## src/rtl/pc_ctrl_pkg.sv

```systemverilog
// Shared types and constants for the fetch-stage PC redirect controller.
package pc_ctrl_pkg;

  typedef enum logic {
    RUN  = 1'b0,
    PEND = 1'b1
  } state_t;

  localparam int          INSTR_BYTES      = 4;
  localparam logic [31:0] DEFAULT_RESET_PC = 32'h0000_0000;

endpackage

```

## src/rtl/sat_counter.sv

```systemverilog
// Saturating up-counter; sticks at all-ones instead of wrapping.
module sat_counter #(
  parameter int W = 16
) (
  input  logic         clk,
  input  logic         rst,
  input  logic         inc,
  output logic [W-1:0] count
);

  logic [W-1:0] r_count;

  always_ff @(posedge clk) begin
    if (rst) begin
      r_count <= '0;
    end else if (inc && (r_count != {W{1'b1}})) begin
      r_count <= r_count + W'(1);
    end
  end

  assign count = r_count;

endmodule

```

## src/rtl/pc_redirect_ctrl.sv

```systemverilog
// Fetch-stage PC owner: advances, holds on stalls/imem wait, takes EX redirects,
// and drives IF/ID and ID/EX stall/flush controls plus stall/redirect counters.
module pc_redirect_ctrl
  import pc_ctrl_pkg::*;
#(
  parameter logic [31:0] RESET_PC = DEFAULT_RESET_PC,
  parameter int          CNT_W    = 16
) (
  input  logic             clk,
  input  logic             rst,
  input  logic             redirect_valid,
  input  logic [31:0]      redirect_target,
  input  logic             load_use,
  input  logic             imem_ready,
  output logic             imem_req,
  output logic [31:0]      PC_F,
  output logic             fetch_valid,
  output logic             stall_F,
  output logic             stall_D,
  output logic             flush_D,
  output logic             flush_E,
  output logic             misalign,
  output logic [CNT_W-1:0] stall_cnt,
  output logic [CNT_W-1:0] redirect_cnt
);

  state_t      r_state;
  state_t      w_state_next;
  logic [31:0] r_pc;
  logic [31:0] w_pc_next;
  logic [31:0] r_pend_target;
  logic [31:0] w_pend_next;
  logic [31:0] w_aligned;
  logic        w_stall_inc;
  logic        w_redirect_inc;

  always_comb begin
    w_aligned      = {redirect_target[31:2], 2'b00};
    w_state_next   = r_state;
    w_pc_next      = r_pc;
    w_pend_next    = r_pend_target;
    w_stall_inc    = 1'b0;
    w_redirect_inc = 1'b0;
    imem_req       = !rst;
    fetch_valid    = 1'b0;
    stall_F        = 1'b0;
    stall_D        = 1'b0;
    flush_D        = 1'b0;
    flush_E        = 1'b0;
    misalign       = 1'b0;

    if (!rst) begin
      unique case (r_state)
        RUN: begin
          fetch_valid = imem_ready && !redirect_valid && !load_use;
          if (redirect_valid) begin
            flush_D        = 1'b1;
            flush_E        = 1'b1;
            misalign       = (redirect_target[1:0] != 2'b00);
            w_redirect_inc = 1'b1;
            // PC may only move once the outstanding fetch has been answered
            if (imem_ready) begin
              w_pc_next = w_aligned;
            end else begin
              w_pend_next  = w_aligned;
              w_state_next = PEND;
            end
          end else if (load_use) begin
            stall_F     = 1'b1;
            stall_D     = 1'b1;
            flush_E     = 1'b1;
            w_stall_inc = 1'b1;
          end else if (imem_ready) begin
            w_pc_next = r_pc + 32'(INSTR_BYTES);
          end
        end
        PEND: begin
          flush_D = 1'b1;
          if (redirect_valid) begin
            flush_E        = 1'b1;
            misalign       = (redirect_target[1:0] != 2'b00);
            w_redirect_inc = 1'b1;
            w_pend_next    = w_aligned;
          end else if (load_use) begin
            stall_D     = 1'b1;
            flush_E     = 1'b1;
            w_stall_inc = 1'b1;
          end
          if (imem_ready) begin
            w_pc_next    = redirect_valid ? w_aligned : r_pend_target;
            w_state_next = RUN;
          end
        end
        default: begin
          w_state_next = RUN;
        end
      endcase
    end
  end

  always_ff @(posedge clk) begin
    if (rst) begin
      r_state       <= RUN;
      r_pc          <= RESET_PC;
      r_pend_target <= '0;
    end else begin
      r_state       <= w_state_next;
      r_pc          <= w_pc_next;
      r_pend_target <= w_pend_next;
    end
  end

  assign PC_F = r_pc;

  sat_counter #(.W(CNT_W)) u_stall_cnt (
    .clk   (clk),
    .rst   (rst),
    .inc   (w_stall_inc),
    .count (stall_cnt)
  );

  sat_counter #(.W(CNT_W)) u_redirect_cnt (
    .clk   (clk),
    .rst   (rst),
    .inc   (w_redirect_inc),
    .count (redirect_cnt)
  );

endmodule

```

## config.mk

```make
export PLATFORM = sky130hd
export DESIGN_NAME = pc_redirect_ctrl
export DESIGN_NICKNAME = d
export VERILOG_FILES = /design/src/rtl/pc_ctrl_pkg.sv /design/src/rtl/sat_counter.sv /design/src/rtl/pc_redirect_ctrl.sv
export SDC_FILE = /design/constraint.sdc
export NUM_CORES = 1
export LEC_CHECK = 0
export ABC_CLOCK_PERIOD_IN_PS = 2000
export CELL_PAD_IN_SITES_DETAIL_PLACEMENT = 2
export CELL_PAD_IN_SITES_GLOBAL_PLACEMENT = 2
export CORE_ASPECT_RATIO = 1.25
export CORE_MARGIN = 4
export CORE_UTILIZATION = 27
export CTS_BUF_LIST = sky130_fd_sc_hd__clkbuf_8
export DETAILED_ROUTE_END_ITERATION = 10
export PLACE_DENSITY_LB_ADDON = 0.3
export SYNTH_ARGS = -nofsm -noshare
export SYNTH_HDL_FRONTEND = slang
export SYNTH_SLANG_ARGS = --single-unit
```

## constraint.sdc

```tcl
create_clock -name clk -period 2 [get_ports clk]
set_input_delay 0.2 -clock clk [delete_from_list [all_inputs] [get_ports clk]]
set_output_delay 0.2 -clock clk [all_outputs]
set_load 0.02 [all_outputs]
```

==> flow_summary.ini, run 1 <==
[grt]
overflow = 0
antenna_found_initial = 0
grt_max_degree = 52
grt_pass1_vias = 6094
grt_pass1_wl_microns = 32800
grt_usage_pct = 19.7

[timing]
setup-tns-final_ns = 0
maxSlewViolCount = 0
setup_viol = 0
worstMarginPinSlew_ns = 0.613
max_freq_mhz = 528
fin_crit_sh_pct = 94.6
skew_ns = 0.00885
hold_violations = 0
rsz0062_at_grt = true
slew_headroom_pct = 59.2
final.min_clock_period_ns = 1.89

[power_and_ir_drop]
pwr-share-seq_pct = 46.3
p_sw_share_pct = 29.0
power.internal_mw = 3.23
p_clk_share_pct = 36.3
power.density_nw_per_um2 = 653
peakVddDrop_v = 0.000286
power_frac_comb_pct = 17.5
power.switching_mw = 1.32
leakagePower_nw = 2.48

[die]
initial_utilization_pct = 27.6
dieWidth_microns = 130
dieArea_sq_um = 20900
io_pins = 108
fp.dieH_microns = 161
row_count = 55
core_sq_um = 18200

[setup_path]
r2r_end = PC_F[20]$_SDFFE_PP0P_
path_class = reg -> reg
crit_chain = ha_1 > nand3_1 > or3_4 > nor3_2 > buf_4 > a41oi_1 > a31oi_1
start_kind = flip-flop
r2r_start = PC_F[3]$_SDFFE_PP0P_
crit_required_ns = 2.33
r2r_cells = 7
cp_slowest_cell = or3_4
critPathMaxStageDelay_ns = 0.44
endpoint_kind = flip-flop
startpoint = PC_F[3]$_SDFFE_PP0P_
cp_max_fo = 7
cp.arrival_ns = 2.22
ff2ff_setup_slack_ns = 0.11

[synth]
synthFlopType = dfxtp_1
synth-edff-count = 0
synth.cell_area_sq_um = 5030
seq_area_frac_synth_pct = 38.6
synthDominantAreaCellType = dfxtp_1
yosysUniqueCellTypes = 59
syn_inst = 660
yosys_warnings = 0
synth.area.top_cells = dfxtp_1 (39%), nand2_1 (9.6%), a21oi_1 (7.3%)
synth_seq_cells = 97
synthArstFlopShare_pct = 0
synth_common_cells = nand2_1 (128), dfxtp_1 (97), a21oi_1 (73)
syn_nets = 700
avgSynthCellArea_sq_um = 7.62
netlist.area_leader.share_pct = 38.6
synth.most_common_cell = nand2_1

[outcome]
status = complete, no violations

[clock_tree]
cts_sinks = 97
cts_buffer_depth = 2
clock_latency_ns = 0.40
root_buffer = clkbuf_8
cts_tree = built
htree_levels = 3
cts_made_buffers = 9
clk_pin_slew_ns = 0.10
holdBufCountCts = 0

[placement]
numPortBuffers = 107
dpl.hpwl_microns = 14900
place.gp.congestion = 0.818

[finish]
multi_input_area_sq_um = 2920
num-fill-cells = 2089
seqCellArea_sq_um = 1950
area_growth_pct = 38.4
antennaDiodeCount = 0
drive_above_1_share_pct = 12.3
utilization_pct = 38.2
finish.net_count = 831

[routing]
ant_nets = 0
routedWlPerCell_microns = 19.8
via_count = 5534
wirelength_microns = 20300
drc = 0
drt-initial-drc-count = 195
vias_per_cell = 5.40
first_pass_iters = 4

[worst_hold_path]
hold_class = in -> reg
holdPathStages = 3
worstHoldEndpoint = u_redirect_cnt.count[10]$_SDFFE_PP0P_
worstHoldStart = rst

[job]
maxCapViolCount = 0
==> worst max-delay path by stage <==
stage                                       end  slack (ns)
after floorplan           PC_F[31]$_SDFFE_PP0P_        0.04
after global placement              fetch_valid       -0.18
after detailed placement            fetch_valid       -0.18
after CTS                           fetch_valid       0.008
after global routing      PC_F[18]$_SDFFE_PP0P_       -0.01
final                     PC_F[20]$_SDFFE_PP0P_        0.11
==> stage by stage <==
| stage | cell area [sq um] | setup slack, ns | total power [mW] | instances | hold WS [ns] |
|---|---|---|---|---|---|
| 5_1_grt | 6960 | -0.0129 | 4.76 | 1024 | 0.252 |
| 2_1_floorplan | 5030 | 0.0449 | 2.51 | 660 | 0.336 |
| 4_1_cts | 6940 | 0.00800 | 4.60 | 1024 | 0.237 |
| 3_3_place_gp | 6680 | -0.181 | 2.92 | 1008 | 0.442 |
| 6_report | 6960 | 0.107 | 4.55 | 1024 | 0.247 |
| 3_5_place_dp | 6680 | -0.180 | 2.95 | 1008 | 0.453 |
==> routing by layer <==
metal / routed length (microns) / vias up / GRT usage [%]
li1: - / 2636 / -
met1: 8660 / 2782 / 23.7
met2: 10600 / 86 / 35.4
met3: 546 / 30 / 2.93
met4: 469 / 0 / 6.14
met5: 0 / - / 0
==> power by group through the flow <==
stage	clock, mW	combinational (mW)	sequential, mW
floorplan	0	0.310	2.20
global placement	0	0.777	2.14
detailed placement	0	0.802	2.15
CTS	1.69	0.804	2.10
global route	1.78	0.862	2.12
finish	1.65	0.794	2.10
==> final cells by class <==
class	count	share of cell area [%]
multi-input combinational	510	41.9
sequential	97	28.0
timing repair buffer	160	21.7
tap	228	4.10
clock buffer	10	1.98
clock inverter	6	1.64
inverter	13	0.701
==> kinds of logic after synthesis <==
family / Yosys count / share of synthesized area [%]
AO/OA/AOI/OAI: 177 / 21.3
flip-flops: 97 / 38.6
AND/OR/NAND/NOR: 299 / 29.7
XOR/XNOR: 23 / 4.01
multiplexers: 8 / 1.64
adder cells (fa/ha/maj): 3 / 0.747
buffers and inverters: 53 / 4.01
==> state kept, by name (all words and copies together) (netlist names) <==
name / flops
PC_F: 32
r_state: 1
r_pend_target: 32
u_stall_cnt.count: 16
u_redirect_cnt.count: 16
==> what timing repair did <==
item | CTS | global route
endpoints found under the hold margin | 0 | 0
setup buffers | 0 | 0
setup endpoints to repair | 4 | 8
gates resized for setup | 4 | 10
==> layout by cell type, fill, tap and decap left out, types with 11 or more instances in the layout <==
cell / netlist / layout
clkdlybuf4s50_1: 0 / 100
nand3_1: 21 / 20
a21oi_1: 73 / 71
and3_1: 11 / 11
xnor2_1: 19 / 19
nand2_1: 128 / 128
o21ai_0: 40 / 40
nor2_1: 46 / 46
dfxtp_1: 97 / 94
buf_4: 0 / 49
o211ai_1: 14 / 14
nor3_1: 18 / 18
inv_1: 13 / 13
nand4_1: 17 / 17
==> critical path, delay by kind of cell, from the launching register on <==
family	cells	cell delay, ns
simple gates	3	0.80
flops	1	0.40
compound gates	2	0.30
fa+ha+maj	1	0.18
buf+inv	1	0.16
Note: power is estimated with default switching activity, not from simulation.
==> run 2, diff against run 1 <==
--- a/config.mk
+++ b/config.mk
@@ -14,6 +14,7 @@
 export CTS_BUF_LIST = sky130_fd_sc_hd__clkbuf_8
 export DETAILED_ROUTE_END_ITERATION = 10
 export PLACE_DENSITY_LB_ADDON = 0.3
+export SKIP_LAST_GASP = 1
 export SYNTH_ARGS = -nofsm -noshare
 export SYNTH_HDL_FRONTEND = slang
 export SYNTH_SLANG_ARGS = --single-unit
==> run 2 against run 1 <==
Sequential power hardly changed; flip-flop and latch count stayed put; critical path depth stayed put; non-clock buffer count stayed put; largest cell class unchanged; sequential share of layout area hardly changed.
==> flow_summary.ini, run 2 (synthesized netlist as in run 1, its figures left out) <==
[clock_tree]
cts_buffer_depth = 2
htree_levels = 3
root_buffer = clkbuf_8
cts_tree = built
post-cts-setup-buffers = 0
cts_made_buffers = 9
cts.repair.resized = 4
holdBufCountCts = 0
clock_latency_ns = 0.40
cts_sinks = 97
clk_pin_slew_ns = 0.10

[finish]
final_cells = 1024
fin_area_sq_um = 6960
final_common_cell = nand2_1
multi_input_area_sq_um = 2920
finish.net_count = 831
antennaDiodeCount = 0
drive_above_1_share_pct = 12.3
final_cell_mix = nand2_1 (128), clkdlybuf4s50_1 (100), dfxtp_1 (94)
area_growth_pct = 38.3
num-fill-cells = 2088
seqCellArea_sq_um = 1950

[timing]
max_freq_mhz = 526
setup-tns-final_ns = 0
rsz0062_at_grt = true
hold_violations = 0
slew_headroom_pct = 59.4
maxSlewViolCount = 0
setup_viol = 0
worst_slack_ns = 0.0974
fin_crit_sh_pct = 95.1
final.min_clock_period_ns = 1.90
skew_ns = 0.0101
worstMarginPinSlew_ns = 0.610

[placement]
dpl-instance-area_sq_um = 6680
dpl.hpwl_microns = 14900
numPortBuffers = 107
place.gp.congestion = 0.818
dp.cells = 1008
post-place-ws_ns = -0.180

[routing]
ant_nets = 0
vias_per_cell = 5.39
drc = 0
drt-initial-drc-count = 224
wirelength_microns = 20200
first_pass_iters = 4
routedWlPerCell_microns = 19.7
via_count = 5517

[worst_hold_path]
hold_class = in -> reg

[die]
fp.dieH_microns = 161
io_pins = 108
initial_utilization_pct = 27.6
dieWidth_microns = 130
dieArea_sq_um = 20900
row_count = 55
core_sq_um = 18200

[setup_path]
crit_required_ns = 2.33
endpoint_kind = flip-flop
start_kind = flip-flop
cp.arrival_ns = 2.23
cp_max_fo = 6
path_class = reg -> reg

[power_and_ir_drop]
leakagePower_nw = 2.48
power_mw = 4.54
peakVddDrop_v = 0.000285
power.density_nw_per_um2 = 652

[grt]
antenna_found_initial = 0
grt_max_degree = 52
grt_usage_pct = 19.7
grt_pass1_wl_microns = 32800
grt_pass1_vias = 6094
overflow = 0

[outcome]
status = complete, no violations

[job]
maxCapViolCount = 0
## run 2: cell counts in the layout (fill, tap and decap cells not counted)
No cell type changed its count.
## run 2: path summary, 6_finish.rpt
kind	end	cells past startpoint	start	slack, ns
max	PC_F[20]$_SDFFE_PP0P_	7	PC_F[2]$_SDFFE_PP0P_	0.1
min reg2reg	r_pend_target[13]$_SDFFE_PP0P_	2	r_pend_target[13]$_SDFFE_PP0P_	0.47
min	u_redirect_cnt.count[10]$_SDFFE_PP0P_	3	rst	0.25
max reg2reg	PC_F[20]$_SDFFE_PP0P_	7	PC_F[2]$_SDFFE_PP0P_	0.1
## run 2: where the power goes
group          leakage, nW  internal (mW)  switching (mW)  total, mW
combinational         1.57          0.346           0.446      0.793
clock                0.119          0.869           0.771       1.64
sequential           0.793           2.02          0.0880       2.10
## run 2: routing by layer
metal / track usage, % / part of all wire [%]
met5: 0 / 0
met2: 35.4 / 52
met3: 2.93 / 3.0
met4: 6.14 / 2.1
met1: 23.7 / 42
## run 2: through the flow
stage | util (%) | hold slack, ns
after floorplan | - | 0.336
after global placement | 36.7 | 0.442
after detailed placement | 36.7 | 0.453
after CTS | 38.0 | 0.237
after global routing | 38.1 | 0.252
final | 38.1 | 0.246
## run 2: critical path, cell delays in order, from the launching register on
cell and delay [ns]:
dfxtp_2 0.40, ha_1 0.19, nand3_1 0.15, or3_4 0.43, nor3_2 0.21, buf_4 0.16, a41oi_1 0.14, a31oi_1 0.16
## run 2: area by class of cell
type | instances | share of cell area [%]
multi-input cells | 510 | 41.9
flip-flops and latches | 97 | 28.0
repair buffers | 160 | 21.7
well taps | 228 | 4.10
clock buffers | 10 | 1.98
clock inverters | 6 | 1.64
inverters | 13 | 0.702
